$ cat src/rtl/or8_way_pkg.sv
// Shared gate-library helpers: fixed reduction width plus popcount and
// lowest-set-bit functions used by the 8-way OR reduction.
package or8_way_pkg;

   localparam int unsigned OR8_W = 8;

   function automatic logic [3:0] popcount8(input logic [OR8_W-1:0] v);
      logic [3:0] n;
      n = '0;
      for (int i = 0; i < OR8_W; i++) begin
         n = n + {3'b000, v[i]};
      end
      return n;
   endfunction

   // Scanning downward leaves the lowest set index; 0 when v is empty.
   function automatic logic [2:0] lowest_set8(input logic [OR8_W-1:0] v);
      logic [2:0] idx;
      idx = '0;
      for (int i = OR8_W - 1; i >= 0; i--) begin
         if (v[i]) begin
            idx = 3'(i);
         end
      end
      return idx;
   endfunction

endpackage

$ cat src/rtl/or8_reduce_comb.sv
// Purely combinational reduction of a masked 8-bit vector: any-set,
// popcount and lowest set index.
module or8_reduce_comb
   import or8_way_pkg::*;
(
   input  logic [OR8_W-1:0] m,
   output logic             any,
   output logic [3:0]       count,
   output logic [2:0]       first_idx
);

   assign any       = |m;
   assign count     = popcount8(m);
   assign first_idx = lowest_set8(m);

endmodule

$ cat src/rtl/or8_way.sv
// 8-input masked OR reduction with registered out/count/first_idx and a
// one-cycle latency. Define OR8WAY_STICKY_EN to accumulate inputs over time.
module or8_way
   import or8_way_pkg::*;
(
   input  logic             clk,
   input  logic             rst,
   input  logic [OR8_W-1:0] in,
   input  logic             in_valid,
   input  logic [OR8_W-1:0] mask,
   input  logic             clear,
   output logic             out,
   output logic             out_valid,
   output logic [2:0]       first_idx,
   output logic [3:0]       count
);

   logic [OR8_W-1:0] m;
   logic [OR8_W-1:0] red_src;
   logic             load_en;

   assign m = in & mask;

`ifdef OR8WAY_STICKY_EN
   logic [OR8_W-1:0] acc_q, acc_d;

   // Clear together with valid data restarts history from the new data.
   always_comb begin
      acc_d = acc_q;
      if (in_valid) begin
         acc_d = clear ? m : (acc_q | m);
      end else if (clear) begin
         acc_d = '0;
      end
   end

   always_ff @(posedge clk) begin
      if (rst) begin
         acc_q <= '0;
      end else begin
         acc_q <= acc_d;
      end
   end

   assign red_src = acc_d;
   assign load_en = in_valid | clear;
`else
   logic unused_clear;
   assign unused_clear = clear;
   assign red_src      = m;
   assign load_en      = in_valid;
`endif

   logic       any_c;
   logic [3:0] count_c;
   logic [2:0] first_idx_c;

   or8_reduce_comb u_reduce (
      .m         (red_src),
      .any       (any_c),
      .count     (count_c),
      .first_idx (first_idx_c)
   );

   logic       out_q, out_d;
   logic       out_valid_q, out_valid_d;
   logic [2:0] first_idx_q, first_idx_d;
   logic [3:0] count_q, count_d;

   always_comb begin
      out_d       = out_q;
      first_idx_d = first_idx_q;
      count_d     = count_q;
      out_valid_d = in_valid;
      if (load_en) begin
         out_d       = any_c;
         first_idx_d = first_idx_c;
         count_d     = count_c;
      end
   end

   always_ff @(posedge clk) begin
      if (rst) begin
         out_q       <= 1'b0;
         out_valid_q <= 1'b0;
         first_idx_q <= '0;
         count_q     <= '0;
      end else begin
         out_q       <= out_d;
         out_valid_q <= out_valid_d;
         first_idx_q <= first_idx_d;
         count_q     <= count_d;
      end
   end

   assign out       = out_q;
   assign out_valid = out_valid_q;
   assign first_idx = first_idx_q;
   assign count     = count_q;

endmodule

$ cat config.mk
export PLATFORM = sky130hd
export DESIGN_NAME = or8_way
export DESIGN_NICKNAME = d
export VERILOG_FILES = /design/src/rtl/or8_way_pkg.sv /design/src/rtl/or8_reduce_comb.sv /design/src/rtl/or8_way.sv
export SDC_FILE = /design/constraint.sdc
export NUM_CORES = 1
export LEC_CHECK = 0
export CORE_UTILIZATION = 40
export DETAILED_ROUTE_END_ITERATION = 7
export PLACE_DENSITY = 0.83
export SYNTH_ARGS = -nofsm -noshare
export SYNTH_HDL_FRONTEND = slang
export SYNTH_HIERARCHICAL = 1
export SYNTH_SLANG_ARGS = --single-unit
$ cat constraint.sdc
create_clock -name clk -period 4.4 [get_ports clk]
set_clock_uncertainty 0.05 [all_clocks]
set_input_delay 0.88 -clock clk [delete_from_list [all_inputs] [get_ports clk]]
set_output_delay 0.88 -clock clk [all_outputs]
set_load 0.01 [all_outputs]
Word level (Yosys, flattened, before mapping) --
Cells that the tools add are included. W data, S select, Z words.
Storage, ports and cells: word-level logic and storage cells 21, bits in registers 9, bits of input ports 20, output and inout port bits 9
Cells by class: reductions and logical operators 1, multiplexer cells 8, bitwise logic cells 1, add/subtract/negate cells 7
Operator list (number):
- $add A4 B1 Y4 | 6
- $mux W3 | 8
- $and A8 B8 Y8 | 1
- $reduce_or A8 Y1 | 1
- $add A1 B1 Y2 | 1

Depth between registers and ports, before layout --
word-level depth 9, depth in mapped cells 12, mapped depth without buffers 12

By module --
The synthesis kept the hierarchy.
Modules (own cells, without submodules):
- or8_way | area each 362.8 sq um, cells an instance 36, instances 1
- or8_reduce_comb | area each 274.0 sq um, cells an instance 35, instances 1

Worst setup path after synthesis --
No wires, ideal clock.
path type input to register, start in in[0], end reg count_q[1], in the netlist count[1], cell stages on the path 12, required time 4233 ps, setup slack 790 ps, arrival time 3443 ps, library setup time 117 ps, path buffers 0, path through and2_1 inv_1 fa_1 fa_1 fa_1 inv_1 ha_1 inv_1 fa_1 inv_1 mux2i_1 nor2_1
Between the ends: longest elaborated chain between the ends 8
Ends and longest elaborated chain:
- start, declared | line or8_way.sv:8 | input logic [OR8_W-1:0] in,
- $and A8 B8 Y8 | line or8_way.sv:22 | assign m = in & mask;
- $add A1 B1 Y2 | line or8_way_pkg.sv:11 | n = n + {3'b000, v[i]};
- $add A4 B1 Y4 (6 in a row) | line or8_way_pkg.sv:11
- via count_c[1] | line or8_way.sv:55 | logic [3:0] count_c;
- end signal, assigned | line or8_way.sv:92 | count_q <= count_d;
- end, declared | line or8_way.sv:68 | logic [3:0] count_q, count_d;
The timed path passes the listed nets, and every way through them passes these cells. A chain may end at the register's enable or synchronous reset.

Worst setup path in the final report --
start in in[0], end reg count_q[1], in the netlist count[1]
Between the ends: longest elaborated chain between the ends 8
Ends and longest elaborated chain:
- $and A8 B8 Y8 | line or8_way.sv:22
- via m[0] | line or8_way.sv:18 | logic [OR8_W-1:0] m;
- $add A1 B1 Y2 | line or8_way_pkg.sv:11
- $add A4 B1 Y4 (6 in a row) | line or8_way_pkg.sv:11
- via count_c[1] | line or8_way.sv:55
The timed path passes the listed nets, and every way through them passes these cells.

==> impl_results.md <==
* Outcome: complete, no violations
* PostCTS Resize Cnt at 0
* Synthesized instance count at 71
* Placed Area at 911 um^2
* P_int at ~170 uW
* DIE AREA at between 0.0015 and 0.002 mm^2
* Max-slew headroom at 0.668
* Bufs on Longest Clock Path at 2
* Switch Pwr at between 70 and 80 uW
* Sw frac at 0.295
* Largest net degree at the start of global routing at 10
* Die width at 41.9 um
* Yosys warnings at 6
* Post-synth top flop: dfxtp_1
* CTS tree: built
* Seq/Total Area, Yosys at 0.283
* Max IR drop VDD at approximately 0.23 mV
* Synth cell count leaders: inv_1 (14), dfxtp_1 (9), nor2_1 (9)
* Most frequent cell after synthesis: inv_1
* Leakage power at 0.000413 uW
* Biggest area consumer among synthesized cells: dfxtp_1
* Combinational fraction of design power at 0.367
* Hold_ws at approximately 0.44 ns
* Worst slew pin tran at 0.496 ns
* Storage cell area at 180 um^2
* Gpl congestion at slightly above 0.7
* Buffer count from post-CTS setup fixing at 0
* Crit path launch type: primary input
* Wire per inst at between 10 and 15 um
* Area delta synth->final at 47.3%
* Distinct cells, synth at 19
* Boundary Pins at 29
* Drt drc at 0
* Drt pass-1 iters at 4
* # hold bufs at CTS at 0
* Endpoints failing hold at 0
* Seq pwr share at 0.377
* Cells after DPL at 112
* Hold_sp: count[1]
* CTS root buffer: clkbuf_4
* RSZ-0062 raised after global routing: false
* Die height at around 42 um
* DP Wirelength at roughly 1.1 mm
* Inserted Diodes at 0
* Final Critical Period at 4.01 ns
* Cell Count, Final, Fillers Out at between 100 and 150
* Pwr Density at between 200 and 300 mW/mm^2
* Share of cells above drive strength 1 at 0.0500
* WP data arrival at a little over 4 ns
* DRT antenna net count at 0
* Post-synthesis cell area at approximately 640 um^2
* Iteration-0 DRC Markers at 4
* Vias at 560
* CTS buffer count at 3
* EDFF count, synth at 0
* GRT overflow at 0
* Fill cells at 130
* FMAX at between 200 and 250 MHz
* Async SR Flop Fraction at 0
* Design area at around 940 um^2
* CP cell instances: clkdlybuf4s50_1 -> and2_1 -> inv_1 -> fa_1 -> fa_1 -> fa_1 -> inv_1 -> ha_1 -> inv_1 -> fa_1 -> inv_1 -> mux2i_1 -> nor2_1
* CP max FO at 5
* Clock Latency Late Sink at 0.26 ns
* Clock power frac at 0.256
* Critical path class: primary input to flip-flop
* First-pass GRT wire length at 2.37 mm
* Avg Inst Size Synth at ~9 um^2
* CP startpoint: in[0]
* Finished Core Util at 0.630
* Initial Utilization at 0.428
* Syn_nets at roughly 100
* Slowest cell on crit path: fa_1
* GRT Util Overall at 0.180
* Standard-cell rows at 14
* Final nets at around 130
* Reg-to-Reg Start: first_idx[2]
* Period utilisation layout at 0.912
* Routed vias/inst at between 4 and 5
* Final wirelength at 1.37 mm
* Synthesized flop and latch total at 9
* Max-slew violation count at 0
* Worst Hold Class: flip-flop to flip-flop
* CP max stage delay at roughly 0.59 ns
* I/O Buffers at 27
* Clock slew at reported path FFs at roughly 0.06 ns
* Max H-tree Level at 1
* Setup TNS at 0 ns
* Worst Setup End Kind: flip-flop
* Crit path required time at ~4.5 ns
* Clock sinks at 9
* Area of the multi-input gates at around 390 um^2
* Max Cap Violations at 0
* # setup viols final at 0
* Core region area at 0.00149 mm^2
* R2R Setup Slk at ~3.7 ns
* Initial antenna violation count at 0
* Number of global-route vias before repair at about 560
* Top cell type's share of synthesized area at 0.283
* Synth area leaders: dfxtp_1 (28%), fa_1 (13%), mux2i_1 (13%), inv_1 (8.3%), and2_1 (7.9%)
==> layer usage <==
| layer | share of wire | GRT usage | routed length (um) | vias to the layer above |
|---|---|---|---|---|
| met1 | 0.43 | 0.217 | 594 | 260 |
| met2 | 0.52 | 0.313 | 716 | 15 |
| met4 | 0 | 0.0774 | 0 | 0 |
| met5 | 0 | 0 | 0 | - |
| met3 | 0.044 | 0.0304 | 60 | 0 |
| li1 | - | - | - | 285 |
==> worst max-delay path, delay by kind of cell <==
| kind | cells | cell delay, ns |
|---|---|---|
| buffers and inverters | 5 | 0.73 |
| multiplexers | 1 | 0.12 |
| adder cells (fa/ha/maj) | 5 | 2.10 |
| AND/OR/NAND/NOR | 2 | 0.26 |
==> path summary, 6_finish.rpt <==
check,to,cells past startpoint
setup / recovery,count[1],13
hold / removal,count[1],2
setup reg to reg,first_idx[2],2
hold reg to reg,count[1],2
==> cell families (layout without fill, tap and decap cells) <==
group	after synthesis	after routing	synth area share
adder cells (fa/ha/maj)	8	8	0.204
AO/OA/AOI/OAI	6	6	0.0609
AND/OR/NAND/NOR	23	23	0.204
buffers and inverters	16	45	0.108
multiplexers	8	8	0.126
flip-flops	9	9	0.283
XOR/XNOR	1	1	0.0138
==> layout by cell type, fill, tap and decap left out, drive strengths merged <==
master	n
a211oi	1
a21oi	3
and2	8
clkbuf	3
clkdlybuf4s50	27
clkinv	1
dfxtp	9
fa	4
ha	4
inv	14
mux2i	8
nand3	1
nor2	9
nor2b	2
nor3b	1
nor4	1
nor4b	1
o211ai	1
o41ai	1
xnor2	1
==> power groups by stage <==
| stage | logic, uW | registers, uW | clock network [uW] |
|---|---|---|---|
| 2_1_floorplan | 47.5 | 97.0 | 0 |
| 3_3_place_gp | 87.3 | 93.6 | 0 |
| 3_5_place_dp | 90.1 | 93.7 | 0 |
| 4_1_cts | 90.9 | 92.2 | 66.3 |
| 5_1_grt | 103 | 93.0 | 69.5 |
| 6_report | 89.6 | 92.1 | 62.4 |
==> metrics by stage <==
stage	total power [uW]	worst slack, ns
finish	244	0.386
global route	265	0.160
CTS	249	0.391
detailed placement	184	0.115
global placement	181	0.165
floorplan	145	0.790
==> flip-flops by register name, indices dropped and copies added (netlist names) <==
signal and flops:
out 1, count 4, first_idx 3, out_valid 1
==> cell type report <==
| cell class | instances | area share |
|---|---|---|
| well taps | 16 | 0.0213 |
| multi-input cells | 46 | 0.413 |
| flip-flops and latches | 9 | 0.192 |
| repair buffers | 27 | 0.288 |
| clock buffers | 3 | 0.0240 |
| clock inverters | 1 | 0.00533 |
| inverters | 14 | 0.0560 |
(Power assumes the default switching activity.)
